===== config.mk =====
export PLATFORM = sky130hd
export DESIGN_NAME = wf_edge_detector
export DESIGN_NICKNAME = d
export VERILOG_FILES = /design/src/rtl/wf_edge_detector.sv
export SDC_FILE = /design/constraint.sdc
export NUM_CORES = 1
export LEC_CHECK = 0
export ABC_AREA = 0
export BUFFER_PORTS_ARGS = -buffer_cell sky130_fd_sc_hd__buf_2
export CAP_MARGIN = 5
export CORE_MARGIN = 5
export CORE_UTILIZATION = 45
export CTS_BUF_LIST = sky130_fd_sc_hd__clkbuf_16
export CTS_CLUSTER_SIZE = 24
export DETAILED_ROUTE_END_ITERATION = 10
export MAX_ROUTING_LAYER = met4
export SYNTH_ARGS = -nofsm -noshare
export SYNTH_HDL_FRONTEND = slang
export SYNTH_SLANG_ARGS = --single-unit

===== constraint.sdc =====
create_clock -name clk -period 10.4 [get_ports clk]
set_input_delay 1.04 -clock clk [delete_from_list [all_inputs] [get_ports clk]]
set_output_delay 1.04 -clock clk [all_outputs]
set_load 0.01 [all_outputs]

===== src/rtl/wf_edge_detector.sv =====
`default_nettype none
// ============================================================================
//  Module   : wf_edge_detector
//  Purpose  : Rescales smoothed 16-bit sums (filter gain removed by SHIFT) to
//             the 10-bit sample domain and reports rising waveform edges found
//             with a first-difference threshold and a post-edge hold-off.
//  Ports    : clk, reset        - clock, synchronous active-high reset
//             i_valid           - i_sum carries a sample this cycle
//             i_sum [15:0]      - smoothed sum (unsigned)
//             i_last            - final sample of frame (qualified by i_valid)
//             i_thresh [9:0]    - minimum per-sample rise that arms (0 -> 1)
//             o_wf              - one-cycle edge pulse
//             o_idx [11:0]      - sample index where the rise began
//             o_amp [9:0]       - peak scaled amplitude of the rise
//             o_done            - one-cycle frame-complete pulse
//             o_count [7:0]     - edges in current frame (saturating)
//             o_busy            - frame in progress
//  Revision : 1.0 - initial release
// ============================================================================
module wf_edge_detector #(
  parameter int N_SAMPLES = 2400,
  parameter int SHIFT     = 6,
  parameter int HOLDOFF   = 16
) (
  input  logic        clk,
  input  logic        reset,
  input  logic        i_valid,
  input  logic [15:0] i_sum,
  input  logic        i_last,
  input  logic [9:0]  i_thresh,
  output logic        o_wf,
  output logic [11:0] o_idx,
  output logic [9:0]  o_amp,
  output logic        o_done,
  output logic [7:0]  o_count,
  output logic        o_busy
);

  localparam int              c_HW        = (HOLDOFF < 1) ? 1 : $clog2(HOLDOFF + 1);
  localparam logic [11:0]     c_LAST_IDX  = 12'(N_SAMPLES - 1);
  localparam logic [c_HW-1:0] c_HOLD_LOAD = c_HW'(HOLDOFF);
  localparam logic [c_HW-1:0] c_HOLD_ONE  = c_HW'(1);

  typedef enum logic [1:0] {
    S_IDLE    = 2'd0,
    S_ARMED   = 2'd1,
    S_RISING  = 2'd2,
    S_HOLDOFF = 2'd3
  } state_t;

  state_t            r_state, w_state_nxt;
  logic [c_HW-1:0]   r_hold, w_hold_nxt;
  logic [11:0]       r_idx;          // index of the sample being presented
  logic [11:0]       r_idx_lat, w_idx_lat_nxt;
  logic [9:0]        r_peak, w_peak_nxt;
  logic [9:0]        r_y_prev;
  logic [7:0]        r_count, w_cnt_nxt;
  logic              r_wf, r_done, r_busy;
  logic [11:0]       r_o_idx;
  logic [9:0]        r_o_amp;
  logic              w_emit, w_done;

  // Scaling with saturation of anything that does not fit in 10 bits
  logic [15:0]        w_shifted;
  logic [9:0]         w_y;
  logic [9:0]         w_thr;
  logic signed [10:0] w_diff;
  logic               w_arm, w_rise, w_last;
  logic [9:0]         w_peak_max;

  assign w_shifted  = i_sum >> SHIFT;
  assign w_y        = (|w_shifted[15:10]) ? 10'd1023 : w_shifted[9:0];
  assign w_thr      = (i_thresh == 10'd0) ? 10'd1 : i_thresh;
  // The first sample of a frame (IDLE) has no predecessor, so its difference is 0
  assign w_diff     = (r_state == S_IDLE) ? 11'sd0
                    : $signed({1'b0, w_y}) - $signed({1'b0, r_y_prev});
  assign w_arm      = (w_diff >= $signed({1'b0, w_thr}));
  assign w_rise     = (w_diff > 11'sd0);
  assign w_last     = i_last | (r_idx == c_LAST_IDX);
  assign w_peak_max = (w_y > r_peak) ? w_y : r_peak;

  // Next-state logic; only committed on i_valid cycles
  always_comb begin
    w_state_nxt   = r_state;
    w_hold_nxt    = r_hold;
    w_idx_lat_nxt = r_idx_lat;
    w_peak_nxt    = r_peak;
    w_emit        = 1'b0;
    w_done        = 1'b0;

    case (r_state)
      S_IDLE: begin
        w_state_nxt = S_ARMED;
      end
      S_ARMED: begin
        if (w_arm) begin
          w_state_nxt   = S_RISING;
          w_idx_lat_nxt = r_idx;
          w_peak_nxt    = w_y;
        end
      end
      S_RISING: begin
        if (w_rise) begin
          w_peak_nxt = w_peak_max;
        end else begin
          w_emit = 1'b1;
          if (HOLDOFF == 0) begin
            w_state_nxt = S_ARMED;
          end else begin
            w_state_nxt = S_HOLDOFF;
            w_hold_nxt  = c_HOLD_LOAD;
          end
        end
      end
      S_HOLDOFF: begin
        w_hold_nxt = r_hold - c_HOLD_ONE;
        // The sample that brings the counter to zero is not evaluated
        if (r_hold == c_HOLD_ONE) begin
          w_state_nxt = S_ARMED;
        end
      end
      default: begin
        w_state_nxt = S_IDLE;
      end
    endcase

    // Frame end overrides everything. A rise still open is closed here with
    // the last sample folded into its peak. A rise that would only begin on
    // the last sample has no extent and is not reported.
    if (w_last) begin
      if (r_state == S_RISING && !w_emit) begin
        w_emit     = 1'b1;
        w_peak_nxt = w_peak_max;
      end
      w_done      = 1'b1;
      w_state_nxt = S_IDLE;
      w_hold_nxt  = '0;
    end
  end

  assign w_cnt_nxt = (r_state == S_IDLE)              ? 8'd0
                   : (w_emit && (r_count != 8'hFF))   ? r_count + 8'd1
                   : r_count;

  always_ff @(posedge clk) begin
    if (reset) begin
      r_state   <= S_IDLE;
      r_hold    <= '0;
      r_idx     <= '0;
      r_idx_lat <= '0;
      r_peak    <= '0;
      r_y_prev  <= '0;
      r_count   <= '0;
      r_wf      <= 1'b0;
      r_done    <= 1'b0;
      r_busy    <= 1'b0;
      r_o_idx   <= '0;
      r_o_amp   <= '0;
    end else begin
      r_wf   <= 1'b0;
      r_done <= 1'b0;
      if (i_valid) begin
        r_state   <= w_state_nxt;
        r_hold    <= w_hold_nxt;
        r_idx_lat <= w_idx_lat_nxt;
        r_peak    <= w_peak_nxt;
        r_idx     <= w_last ? 12'd0 : r_idx + 12'd1;
        r_y_prev  <= w_last ? 10'd0 : w_y;
        r_count   <= w_cnt_nxt;
        r_wf      <= w_emit;
        r_done    <= w_done;
        r_busy    <= ~w_done;
        if (w_emit) begin
          r_o_idx <= r_idx_lat;
          r_o_amp <= w_peak_nxt;
        end
      end
    end
  end

  assign o_wf    = r_wf;
  assign o_idx   = r_o_idx;
  assign o_amp   = r_o_amp;
  assign o_done  = r_done;
  assign o_count = r_count;
  assign o_busy  = r_busy;

endmodule
`default_nettype wire


# Word-level counts from Yosys, hierarchy flattened
# Cells that the tools add are included.
word_totals:
  register_bits: 84
  in_bits: 30
  output_inout_bits: 33
  wordCells: 69
classes:
  addsub: 4
  n_lt_le_gt_ge: 3
  n_eq_ne: 9
  n_mux: 25
  n_bitwise: 3
  n_reduce_logical: 13
op_table:
  columns: ["operator", "n"]
  rows:
  - ["10-bit two-way mux", 7]
  - ["10-bit case mux with 2 select lines", 1]
  - ["8-bit two-way mux", 2]
  - ["12-bit by 1-bit adder with 12-bit output, second input constant", 1]
  - ["12-bit == test, second input constant", 1]
  - ["12-bit two-way mux", 1]
  - ["11-bit >= comparator", 1]
  - ["11-bit by 1-bit greater-than comparator with 1-bit output, second input constant", 1]
  - ["11-bit two-way mux", 1]
  - ["10-bit by 10-bit subtractor with 11-bit output", 1]
  - ["10-bit greater-than comparator", 1]
  - ["10-bit zero test", 1]
  - ["5-bit two-way mux", 2]
  - ["5-bit case mux with 2 select lines", 1]
  - ["3-bit != test, second input constant", 3]
  - ["8-bit by 1-bit adder with 8-bit output, second input constant", 1]
  - ["2-bit two-way mux", 4]
  - ["8-bit != test, second input constant", 1]
  - ["2-bit case mux with 4 select lines", 1]
  - ["3-bit AND reduction", 2]
  - ["5-bit by 1-bit == test with 1-bit output, second input constant", 1]
  - ["1-bit two-way mux", 5]
  - ["5-bit by 1-bit subtractor with 5-bit output, second input constant", 1]
  - ["2-bit == test, second input constant", 2]
  - ["other kinds (11)", 14]

# Longest topological paths before layout
logic_depth:
  depth_word: 12
  mapped_depth: 18
  depth_no_buf: 18

# Worst setup path after synthesis
# OpenSTA, ideal clock, no wires.
synth_path:
  path_type: "input to register"
  from: "input port i_sum[10]"
  to: "register r_o_amp[1], in the netlist o_amp[1]"
  setup_time_ps: 122
  t_arrival_ps: 4315
  required_time_ps: 10278
  slack_ps: 5963
  cell_stages: 15
  n_path_buf: 0
  cell_sequence: "ha_1 > a21o_1 > a21o_1 > a211oi_1 > mux2i_1 > inv_1 > ha_1 > or3_1 > a221oi_1 > o21a_1 > nor3_1 > and3_1 > a2bb2oi_1 > nor2_2 > a221o_1"
synth_via:
  elab_chain_len: 10
  elab_cells_between_ends: 18
  cone_classes: "add/sub (1); order compare (3); mux (11); reduce/logical (3)"
synth_lines:
  columns: ["element", "line", "source"]
  rows:
  - ["from (decl)", "28", "input logic [15:0] i_sum,"]
  - ["10-bit by 10-bit subtractor with 11-bit output", "76", ": $signed({1'b0, w_y}) - $signed({1'b0, r_y_prev});"]
  - ["11-bit two-way mux", "75", "assign w_diff = (r_state == S_IDLE) ? 11'sd0"]
  - ["11-bit by 1-bit greater-than comparator with 1-bit output", "78", "assign w_rise = (w_diff > 11'sd0);"]
  - ["1-bit two-way mux", "103", "if (w_rise) begin"]
  - ["1-bit two-way mux", "91", "case (r_state)"]
  - ["1-bit zero test", "131", "if (r_state == S_RISING && !w_emit) begin"]
  - ["1-bit logical AND", "131", null]
  - ["1-bit two-way mux", "131", null]
  - ["1-bit two-way mux", "130", "if (w_last) begin"]
  - ["2-bit AND reduction (no line)", null, null]
  - ["to (signal assigned)", "175", "r_o_amp <= w_peak_nxt;"]
  - ["to (decl)", "60", "logic [9:0] r_o_amp;"]
# Several ways; a longest one is shown, not always the timed one.
# A chain may end at the register's enable or synchronous reset.

# Worst setup path in the final report
layout_path:
  from: "input port i_sum[6]"
  to: "register r_idx_lat[1]"
layout_via:
  elab_chain_len: 4
layout_lines:
  columns: ["element", "line", "source"]
  rows:
  - ["10-bit by 10-bit subtractor with 11-bit output", "76", null]
  - ["11-bit two-way mux", "75", null]
  - ["11-bit >= comparator", "77", "assign w_arm = (w_diff >= $signed({1'b0, w_thr}));"]
  - ["3-bit AND reduction (no line)", null, null]
  - ["to (signal assigned)", "165", "r_idx_lat <= w_idx_lat_nxt;"]
  - ["to (decl)", "54", "logic [11:0] r_idx_lat, w_idx_lat_nxt;"]
# Every way passes these cells.

==> flow_summary.json <==
{
  "status": "finished clean",
  "synth_ff_type": "dfxtp_1",
  "slew-limit-headroom_pct": 37.6,
  "grt_usage_pct": 17.6,
  "overflow": 0,
  "fin_skew_ps": 8.68,
  "maxClockFrequency_ghz": 0.203,
  "postCtsSetupBuffers": 0,
  "r2r_cells": 16,
  "slew_viol_final": 0,
  "ir_drop_mv": 0.116,
  "worstSkewPairLatency_ps": 340,
  "cts_tree": "done",
  "setup_viol": 0,
  "port_buffers": 56,
  "synth_area_leaders": "dfxtp_1 36%, ha_1 10%, mux2i_1 6.3%",
  "synth_cells": 538,
  "layout-drive-gt1-share_pct": 14.3,
  "ant_nets": 0,
  "grt_first_pass_wirelength_microns": 17800,
  "yosys_warnings": 0,
  "drt_iter0_markers": 175,
  "diodes": 0,
  "hold_buffers": 0,
  "leakage_nw": 2.34,
  "viasPerCell": 5.33,
  "grt_pass1_vias": 3785,
  "final_core_util_pct": 52.3,
  "worst_ep_arrival_time_ps": 5120,
  "hold_start": "r_y_prev[0]",
  "timing.final.hold_violations": 0,
  "worst_r2r_endpoint": "r_idx_lat[1]",
  "drcViolationCount": 0,
  "cts.htree.levels": 3,
  "synth_edf_count": 0,
  "fin_crit_ps": 4930,
  "setup_tns_ps": 0,
  "start_kind": "input port",
  "maxCapViolCount": 0,
  "hpwl_microns": 7550,
  "ioPinCount": 63,
  "post_drt_wl_per_cell_microns": 14.3,
  "cp-end-kind": "flop",
  "min_period_over_period_pct": 47.4,
  "nets": 658,
  "syn_to_final_growth_pct": 14.9,
  "yosysTopAreaCellShare_pct": 36.3,
  "die-area_sq_um": 12400,
  "worstPathRequired_ps": 10590,
  "hold_slack_ps": 463,
  "worstHoldPathType": "reg2reg",
  "synth_top_cell_by_area": "dfxtp_1",
  "crit_fanout": 12,
  "dieHeight_microns": 111,
  "holdPathStages": 2,
  "fp.dieW_microns": 111,
  "rsz0062_at_grt": "no",
  "cellPowerDensity_nw_per_um2": 137,
  "cts_resized": 0,
  "cts-root-buf": "clkbuf_16",
  "synthArstFlopShare_pct": 0,
  "cts_buffers": 9,
  "yosysUniqueCellTypes": 56,
  "cts.sinks": 84,
  "antenna_found_initial": 0,
  "yosysSeqAreaShare_pct": 36.3,
  "reg2reg_slack_ps": 6080,
  "syn_area_per_cell_sq_um": 8.61,
  "worst_pin_slew_ps": 935,
  "cts.clk_slew.worst_paths_ps": 60,
  "start_util_pct": 45.5,
  "grt_max_degree": 55,
  "dr.pass1.iters": 4,
  "gp_congestion": 0.842,
  "num_vias": 3891,
  "placementRows": 37,
  "synth_fp_nets": 607,
  "ys_ff_latch": 84,
  "critPathKind": "in2reg",
  "holdPathEnd": "r_y_prev[0]",
  "startpoint": "i_sum[6]",
  "synth_area_sq_um": 4630,
  "drt_wl_total_microns": 10400,
  "clockBufferDepth": 2,
  "rr_startpoint": "r_y_prev[0]",
  "core_area_sq_um": 10200
}
==> layer usage <==
layer	share of wire [%]	track usage, %	wire length (microns)
met2	49	30.5	5090
met1	47	20.6	4870
met3	3.2	3.97	332
met5	0	-	0
met4	1.3	4.95	138
==> how the worst max path moves through the flow <==
stage,endpoint,slack [ps],cells after the start
after CTS,r_idx_lat[1],5460,18
after detailed placement,r_idx_lat[1],5160,18
after global routing,r_idx_lat[10],5080,18
after floorplan,o_amp[1],5960,15
final,r_idx_lat[1],5470,18
after global placement,r_idx_lat[8],5250,18
==> critical path, stage by stage <==
cell,delay [ps]
buf_2,130
inv_1,90
ha_1,180
inv_1,70
fa_1,400
a21o_1,190
a21oi_1,250
o211a_1,260
mux2i_1,370
inv_1,90
ha_1,280
o21ai_0,70
nand2b_1,80
a21oi_1,90
nor3_1,390
nand3_1,690
mux2i_1,380
nor2_1,60
==> synthesized netlist by cell type (3+ instances only) <==
| cell | number |
|---|---|
| o21ai_0 | 8 |
| a31oi_1 | 4 |
| nand2b_1 | 9 |
| xor2_1 | 15 |
| clkbuf_1 | 13 |
| nor2b_1 | 8 |
| a21oi_1 | 33 |
| buf_2 | 3 |
| nor2_1 | 61 |
| o22ai_1 | 3 |
| or4_1 | 3 |
| dfxtp_1 | 84 |
| nor2_2 | 3 |
| a22o_1 | 10 |
| ha_1 | 38 |
| a21o_1 | 10 |
| mux2i_1 | 29 |
| and2_1 | 11 |
| a221oi_1 | 4 |
| nand4_1 | 9 |
| a211oi_1 | 4 |
| nand3_1 | 27 |
| xnor2_1 | 3 |
| a41o_1 | 3 |
| inv_1 | 47 |
| and3_1 | 7 |
| nor3_1 | 9 |
| nand2_1 | 35 |
| a221o_1 | 9 |
==> cells by family after synthesis <==
kind of cell	synth area share [%]
adder cells (fa/ha/maj)	10.7
flip-flops	36.3
XOR/XNOR	3.40
AND/OR/NAND/NOR	21.0
multiplexers	6.51
buffers and inverters	5.35
AO/OA/AOI/OAI	16.8
==> sequential cells by signal, indices dropped and copies added, names as in the netlist <==
| signal | count |
|---|---|
| o_done | 1 |
| r_y_prev | 10 |
| o_count | 8 |
| r_idx_lat | 12 |
| o_amp | 10 |
| r_hold | 5 |
| o_busy | 1 |
| o_idx | 12 |
| r_peak | 10 |
| r_idx | 12 |
| o_wf | 1 |
| r_state | 2 |
==> power by group <==
group | switching (mW) | total (mW) | internal [mW]
Combinational | 0.0489 | 0.0789 | 0.0300
Sequential | 0.00185 | 0.326 | 0.324
Clock | 0.136 | 0.323 | 0.187
Total | 0.187 | 0.728 | 0.541
==> layout make-up <==
| type | instances | area [sq um] |
|---|---|---|
| fill | 987 | 4860 |
| multi-input combinational | 389 | 2700 |
| sequential | 84 | 1680 |
| timing repair buffer | 58 | 295 |
| clock buffer | 9 | 225 |
| inverter | 47 | 176 |
| tap | 136 | 170 |
| clock inverter | 7 | 72.6 |
==> placed cells by master (no fill, tap or decap), drive strengths merged, types with 10 or more instances in the layout <==
cell type	n
nand3	27
nor2	64
dfxtp	84
and2	11
nand2	35
a21oi	34
buf	58
xor2	15
a22o	10
a21o	10
ha	38
mux2i	29
inv	49
==> stage by stage <==
| stage | std cells | setup slack [ps] | total power [mW] | cell area [sq um] |
|---|---|---|---|---|
| 5_1_grt | 730 | 5080 | 0.760 | 5320 |
| 3_3_place_gp | 714 | 5250 | 0.411 | 5020 |
| 2_1_floorplan | 538 | 5960 | 0.390 | 4630 |
| 3_5_place_dp | 714 | 5160 | 0.412 | 5020 |
| 4_1_cts | 730 | 5460 | 0.736 | 5320 |
| 6_report | 730 | 5470 | 0.728 | 5320 |
Note: power is estimated with default switching activity, not from simulation.
